**config.mk**
```make
export PLATFORM = sky130hd
export DESIGN_NAME = exp_alu_arbiter
export DESIGN_NICKNAME = d
export VERILOG_FILES = /design/src/rtl/exp_alu_arbiter.sv
export SDC_FILE = /design/constraint.sdc
export NUM_CORES = 1
export LEC_CHECK = 0
export CAP_MARGIN = 20
export CELL_PAD_IN_SITES_DETAIL_PLACEMENT = 1
export CELL_PAD_IN_SITES_GLOBAL_PLACEMENT = 2
export CORE_MARGIN = 2
export CORE_UTILIZATION = 25
export CTS_BUF_LIST = sky130_fd_sc_hd__clkbuf_8
export CTS_CLUSTER_DIAMETER = 50
export DETAILED_ROUTE_END_ITERATION = 16
export PLACE_DENSITY = 0.89
export SKIP_CTS_REPAIR_TIMING = 1
export SLEW_MARGIN = 20
export SYNTH_ARGS = -nofsm -noshare
export SYNTH_HDL_FRONTEND = slang
export SYNTH_SLANG_ARGS = --single-unit
```
**constraint.sdc**
```tcl
create_clock -name clk -period 2.9 [get_ports clk]
set_input_delay 0.58 -clock clk [delete_from_list [all_inputs] [get_ports clk]]
set_output_delay 0.58 -clock clk [all_outputs]
set_load 0.005 [all_outputs]
```
**src/rtl/exp_alu_arbiter.sv**
```systemverilog
// Round-robin arbiter sequencing one registered exponent add/sub at a time
// through an external shared datapath, with valid/ready on both sides.
module exp_alu_arbiter #(
  parameter int NREQ = 2,
  parameter int W    = 5
) (
  input  logic              clk,
  input  logic              rst_n,
  input  logic [NREQ-1:0]   req_valid,
  output logic [NREQ-1:0]   req_ready,
  input  logic [NREQ*W-1:0] req_a,
  input  logic [NREQ*W-1:0] req_b,
  input  logic [NREQ-1:0]   req_sub,
  output logic [W-1:0]      dp_a,
  output logic [W-1:0]      dp_b,
  output logic              dp_sub,
  input  logic [W-1:0]      dp_sum,
  input  logic              dp_cout,
  output logic [NREQ-1:0]   rsp_valid,
  input  logic [NREQ-1:0]   rsp_ready,
  output logic [W-1:0]      rsp_sum,
  output logic              rsp_cout,
  output logic              busy
);

  localparam int PW = (NREQ > 1) ? $clog2(NREQ) : 1;

  typedef enum logic [1:0] {IDLE, EXEC, RESP} state_t;

  state_t        state, state_nxt;
  logic [PW-1:0] rr_ptr, owner;
  logic [PW-1:0] grant_idx, rr_nxt;
  logic          grant_found;
  logic          capture_req, capture_rsp, release_rsp;

  // First valid requester at or after rr_ptr, wrapping around.
  always_comb begin
    // NOTE: every variable gets a default before any branch, so no latch is inferred.
    grant_found = 1'b0;
    grant_idx   = '0;
    for (int k = 0; k < NREQ; k++) begin
      logic [PW-1:0] idx;
      idx = PW'((int'(rr_ptr) + k) % NREQ);
      if (!grant_found && req_valid[idx]) begin
        grant_found = 1'b1;
        grant_idx   = idx;
      end
    end
    rr_nxt = PW'((int'(grant_idx) + 1) % NREQ);
  end

  always_ff @(posedge clk or negedge rst_n) begin
    // NOTE: sequential state uses non-blocking assignments so all flops update together.
    if (!rst_n) state <= IDLE;
    else        state <= state_nxt;
  end

  always_comb begin
    state_nxt   = state;
    req_ready   = '0;
    capture_req = 1'b0;
    capture_rsp = 1'b0;
    release_rsp = 1'b0;
    case (state)
      IDLE: begin
        // Gated by rst_n so req_ready reads 0 while reset is held.
        if (grant_found && rst_n) begin
          req_ready[grant_idx] = 1'b1;
          capture_req          = 1'b1;
          state_nxt            = EXEC;
        end
      end
      EXEC: begin
        capture_rsp = 1'b1;
        state_nxt   = RESP;
      end
      RESP: begin
        if (rsp_ready[owner]) begin
          release_rsp = 1'b1;
          state_nxt   = IDLE;
        end
      end
      default: state_nxt = IDLE;
    endcase
  end

  assign busy = (state != IDLE);

  // Operand/result registers; dp_* keep their last values between operations.
  always_ff @(posedge clk or negedge rst_n) begin
    if (!rst_n) begin
      dp_a      <= '0;
      dp_b      <= '0;
      dp_sub    <= 1'b0;
      owner     <= '0;
      rr_ptr    <= '0;
      rsp_sum   <= '0;
      rsp_cout  <= 1'b0;
      rsp_valid <= '0;
    end else begin
      if (capture_req) begin
        dp_a   <= req_a[grant_idx*W +: W];
        dp_b   <= req_b[grant_idx*W +: W];
        dp_sub <= req_sub[grant_idx];
        owner  <= grant_idx;
        rr_ptr <= rr_nxt;
      end
      if (capture_rsp) begin
        rsp_sum   <= dp_sum;
        rsp_cout  <= dp_cout;
        rsp_valid <= NREQ'(1) << owner;
      end
      if (release_rsp) rsp_valid <= '0;
    end
  end

endmodule

```
After elaboration in Yosys (flattened, before gate mapping)
Cells that the tools add are included.
- word-level logic and storage cells: 58
- bits in registers: 23
- memories: 0
- ROM bits: 0
- latch bits: 0
- memory bits (writable): 0
- reductions and logical operators: 8
- order comparisons: 5
- $mul: 1
- eq/ne operators: 4
- shift operators: 3
- bitwise gates (word level): 0
- add/sub/neg operators: 2
- muxes and demuxes: 26
- divide/modulo/power cells: 0
- operators by type and width (cell ; count):
    $shiftx A10 B5 Y5 ; 2
    $mux W1 ; 18
    $mux W2 ; 6
    $lt A1 B2 Y1 const B ; 4
    $pmux W2 S3 ; 1
    $mul A1 B3 Y4 const B ; 1
    $ne A2 B2 Y1 const B ; 2
    $reduce_bool A2 Y1 ; 2
    $logic_and A1 B1 Y1 ; 3
    $add A1 B1 Y1 const B ; 2
    $eq A2 B1 Y1 const B ; 1
    $eq A2 B2 Y1 const B ; 1
    $logic_not A2 Y1 ; 1
    $reduce_and A2 Y1 ; 1
    $shl A1 B1 Y2 const A ; 1
    $demux W1 S1 ; 1
    $ge A1 B1 Y1 const B ; 1
    $logic_not A1 Y1 ; 1

Depth between registers and ports, before layout
- depth after elaboration: 12
- depth in mapped cells: 5

Worst setup path before layout
Ideal clock, no wire load.
- path kind: input to output
- start point: input rst_n
- end point: output req_ready[0]
- setup slack: 0.846 ns
- stages: 4
- arrival time: 1.474 ns
- cell sequence: or3b_1 buf_6 a211oi_4 buf_6
- cells in the longest elaborated chain, start to end: 3
- RTL lines (element ; RTL line ; RTL):
    from (decl) ; 8 ; input logic rst_n,
    $logic_and A1 B1 Y1 ; 67 ; if (grant_found && rst_n) begin
    $mux W2 ; 67 ;
    $mux W2 ; 64 ; case (state)
    to (decl) ; 10 ; output logic [NREQ-1:0] req_ready,
Every way passes these cells.

Worst setup path after layout
- start point: input rst_n
- end point: output req_ready[1]
Same word-level chain as after synthesis.

==> results.sh <==
export IMPL_hold_class="flip-flop to flip-flop"
export IMPL_cts_sinks=23
export IMPL_cts_root_buf="clkbuf_8"
export IMPL_reg2reg_slack_ns=1.14
export IMPL_synth_top_family_by_area="compound AO/OA/AOI/OAI gates"
export IMPL_synthAdderAreaFrac=0
export IMPL_cp_max_fo=4
export IMPL_fmax_mhz=355
export IMPL_chipWidth_um=69.7
export IMPL_finalCriticalPeriod_ns=2.82
export IMPL_power_density_mw_per_mm2=842
export IMPL_start_util=0.264
export IMPL_grt_use_total=0.144
export IMPL_crit_path_start="rst_n"
export IMPL_vdd_drop_max_mv=0.311
export IMPL_relSlewSlack=0.744
export IMPL_synth_compound_area_frac=0.196
export IMPL_path_common_cell="clkdlybuf4s50_1"
export IMPL_worstPathRequired_ns=2.32
export IMPL_worst_path_max_delay_cell="clkdlybuf4s50_1"
export IMPL_clk_pin_slew_ns=0.09
export IMPL_die_h_um=69.7
export IMPL_ant_nets=0
export IMPL_drt_total_wl_mm=3.25
export IMPL_antennaDiodeCount=0
export IMPL_synth_seq_cells=23
export IMPL_rr_endpoint="dp_a[3]"
export IMPL_rsz0062_at_grt="false"
export IMPL_synth_simple_area_share=0.152
export IMPL_setup_viol=0
export IMPL_overflow=0
export IMPL_fin_tns_setup_ns=0
export IMPL_antenna_found_initial=0
export IMPL_nets=187
export IMPL_synthMuxAreaShare=0.0626
export IMPL_hold_viol_final=0
export IMPL_cts_htree_levels=1
export IMPL_startpoint_type="primary input"
export IMPL_final_util=0.430
export IMPL_wire_per_inst_um=16.1
export IMPL_grt_pass1_wl_mm=5.62
export IMPL_ff_latch_area_um2=576
export IMPL_pwr_share_comb=0.467
export IMPL_synthCells=93
export IMPL_rr_worst_depth=4
export IMPL_cts_made_buffers=3
export IMPL_place_port_buffers=55
export IMPL_insertion_delay_ns=0.27
export IMPL_core_area_mm2=0.00409
export IMPL_synthXorXnorAreaFrac=0
export IMPL_grt_pass1_vias=1129
export IMPL_yosysSeqAreaShare=0.533
export IMPL_design_area_mm2=0.00176
export IMPL_pwr_share_clk=0.140
export IMPL_grt_max_degree=24
export IMPL_area_growth_pct=62.6
export IMPL_finalNonFillerCells=202
export IMPL_placed_area_mm2=0.00170
export IMPL_switching_share=0.308
export IMPL_yosysWarnings=0
export IMPL_slew_viol_final=0
export IMPL_power_leakage_nw=0.743
export IMPL_tritoncts="built"
export IMPL_via_count=1000
export IMPL_syn_area_mm2=0.00108
export IMPL_path_cells="clkdlybuf4s50_1 -> or3b_4 -> nor3b_4 -> clkdlybuf4s50_1"
export IMPL_maxCapViolations=0
export IMPL_p_switching_uw=456
export IMPL_place_detailed_hpwl_mm=2.53
export IMPL_syn_nets=127
export IMPL_worst_pin_slew_ns=0.383
export IMPL_r2r_start="state[1]"
export IMPL_power_frac_seq=0.393
export IMPL_fin_crit_sh=0.972
export IMPL_post_place_cells=198
export IMPL_crit_path_end_kind="output pin"
export IMPL_dieArea_mm2=0.00486
export IMPL_place_congestion=0.702
export IMPL_drc_errors=0
export IMPL_clock_skew_ns=0.00991
export IMPL_syn_avg_cell_area_um2=11.6
export IMPL_yosysUniqueCellTypes=24
export IMPL_cp_endpoint="req_ready[1]"
export IMPL_multiInputGateArea_um2=452
export IMPL_crit_type="primary input to output pin"
export IMPL_drt_initial_drc_count=20
export IMPL_max_stage_delay_ns=0.54
export IMPL_drive_gt1_frac=0.132
export IMPL_clockBufferDepth=2
export IMPL_status="finished clean"
export IMPL_nFillCells=453
export IMPL_rows=23
export IMPL_io_pins=56
export IMPL_dr_pass1_iters=4
export IMPL_routed_via_density=4.95
export IMPL_cp_data_arrival_time_ns=2.24
export IMPL_p_int_mw=1.02
-- layout by cell type, fill, tap and decap left out, drive strengths merged, types with 3 or more instances in the layout --
master	count
clkdlybuf4s50	54
dfrtp	23
nand2	13
nor3	11
a221o	11
buf	7
mux2	6
inv	3
nor2b	3
a21oi	3
clkbuf	3
-- stage by stage --
step	hold WS, ns	setup WS (ns)	power [mW]
after floorplan	0.284	0.846	0.862
after global placement	0.473	-0.0293	1.25
after detailed placement	0.488	-0.0581	1.28
after CTS	0.510	-0.0608	1.50
after global routing	0.543	0.00989	1.59
final	0.505	0.0803	1.48
-- registers in the layout (all words and copies together), names as in the netlist --
name       cells
rsp_valid      2
rr_ptr         1
dp_b           5
dp_a           5
state          2
owner          1
rsp_sum        5
dp_sub         1
rsp_cout       1
-- synthesized netlist by cell type --
cell type  instances  area [µm²]
a21oi_1            3        15.0
or3b_1             1        8.76
nand2_1           13        48.8
buf_6              3        33.8
o21ai_0            1        5.00
mux2_2             3        33.8
a221oi_1           1        8.76
a211oi_4           1        20.0
a221o_1           11         110
o21bai_4           1        18.8
inv_1              3        11.3
a21o_1             2        15.0
buf_2              1        5.00
nor3b_2            1        12.5
a21bo_2            1        10.0
nor2b_1            3        18.8
mux2_1             3        33.8
or2_2              1        6.26
clkbuf_1           3        11.3
a311oi_1           1        8.76
nor3_1            11        55.1
nand3b_1           1        7.51
nand2b_1           1        6.26
dfrtp_1           23         576
-- worst max-delay path, delay by kind of cell --
family / cells / cell delay [ns]
buffers and inverters: 2 / 1.03
AND/OR/NAND/NOR: 2 / 0.63
-- metal layers --
layer | track usage | wire, µm | vias up
li1 | - | - | 460
met4 | 0.0385 | 18 | 0
met1 | 0.176 | 1330 | 499
met2 | 0.244 | 1640 | 39
met3 | 0.0465 | 259 | 2
met5 | 0 | 0 | -
-- cells by family (layout without fill, tap and decap cells) --
family	after synthesis	in the layout
flops	23	23
buf+inv	10	69
compound gates	22	22
simple gates	32	32
mux	6	6
-- cell type report --
class / instances / area share
Sequential cell: 23 / 0.328
Timing Repair Buffer: 62 / 0.345
Tap cell: 50 / 0.0356
Clock buffer: 3 / 0.0235
Clock inverter: 1 / 0.00428
Multi-Input combinational cell: 60 / 0.257
Inverter: 3 / 0.00641
-- power by group through the flow --
stage / sequential (mW) / combinational (mW) / clock [mW]
CTS: 0.580 / 0.697 / 0.218
finish: 0.581 / 0.691 / 0.206
detailed placement: 0.585 / 0.692 / 0
global route: 0.602 / 0.754 / 0.236
global placement: 0.577 / 0.671 / 0
floorplan: 0.578 / 0.284 / 0
-- worst min path at each step --
stage	from	endpoint	cells past startpoint	slack, ns
floorplan	rst_n	dp_a[0]	0	0.28
global placement	rsp_sum[2]	rsp_sum[2]	1	0.47
detailed placement	rsp_sum[2]	rsp_sum[2]	1	0.49
CTS	rsp_sum[2]	rsp_sum[2]	1	0.51
global route	rsp_sum[2]	rsp_sum[2]	1	0.54
finish	rsp_sum[2]	rsp_sum[2]	1	0.51
(Power assumes the default switching activity.)
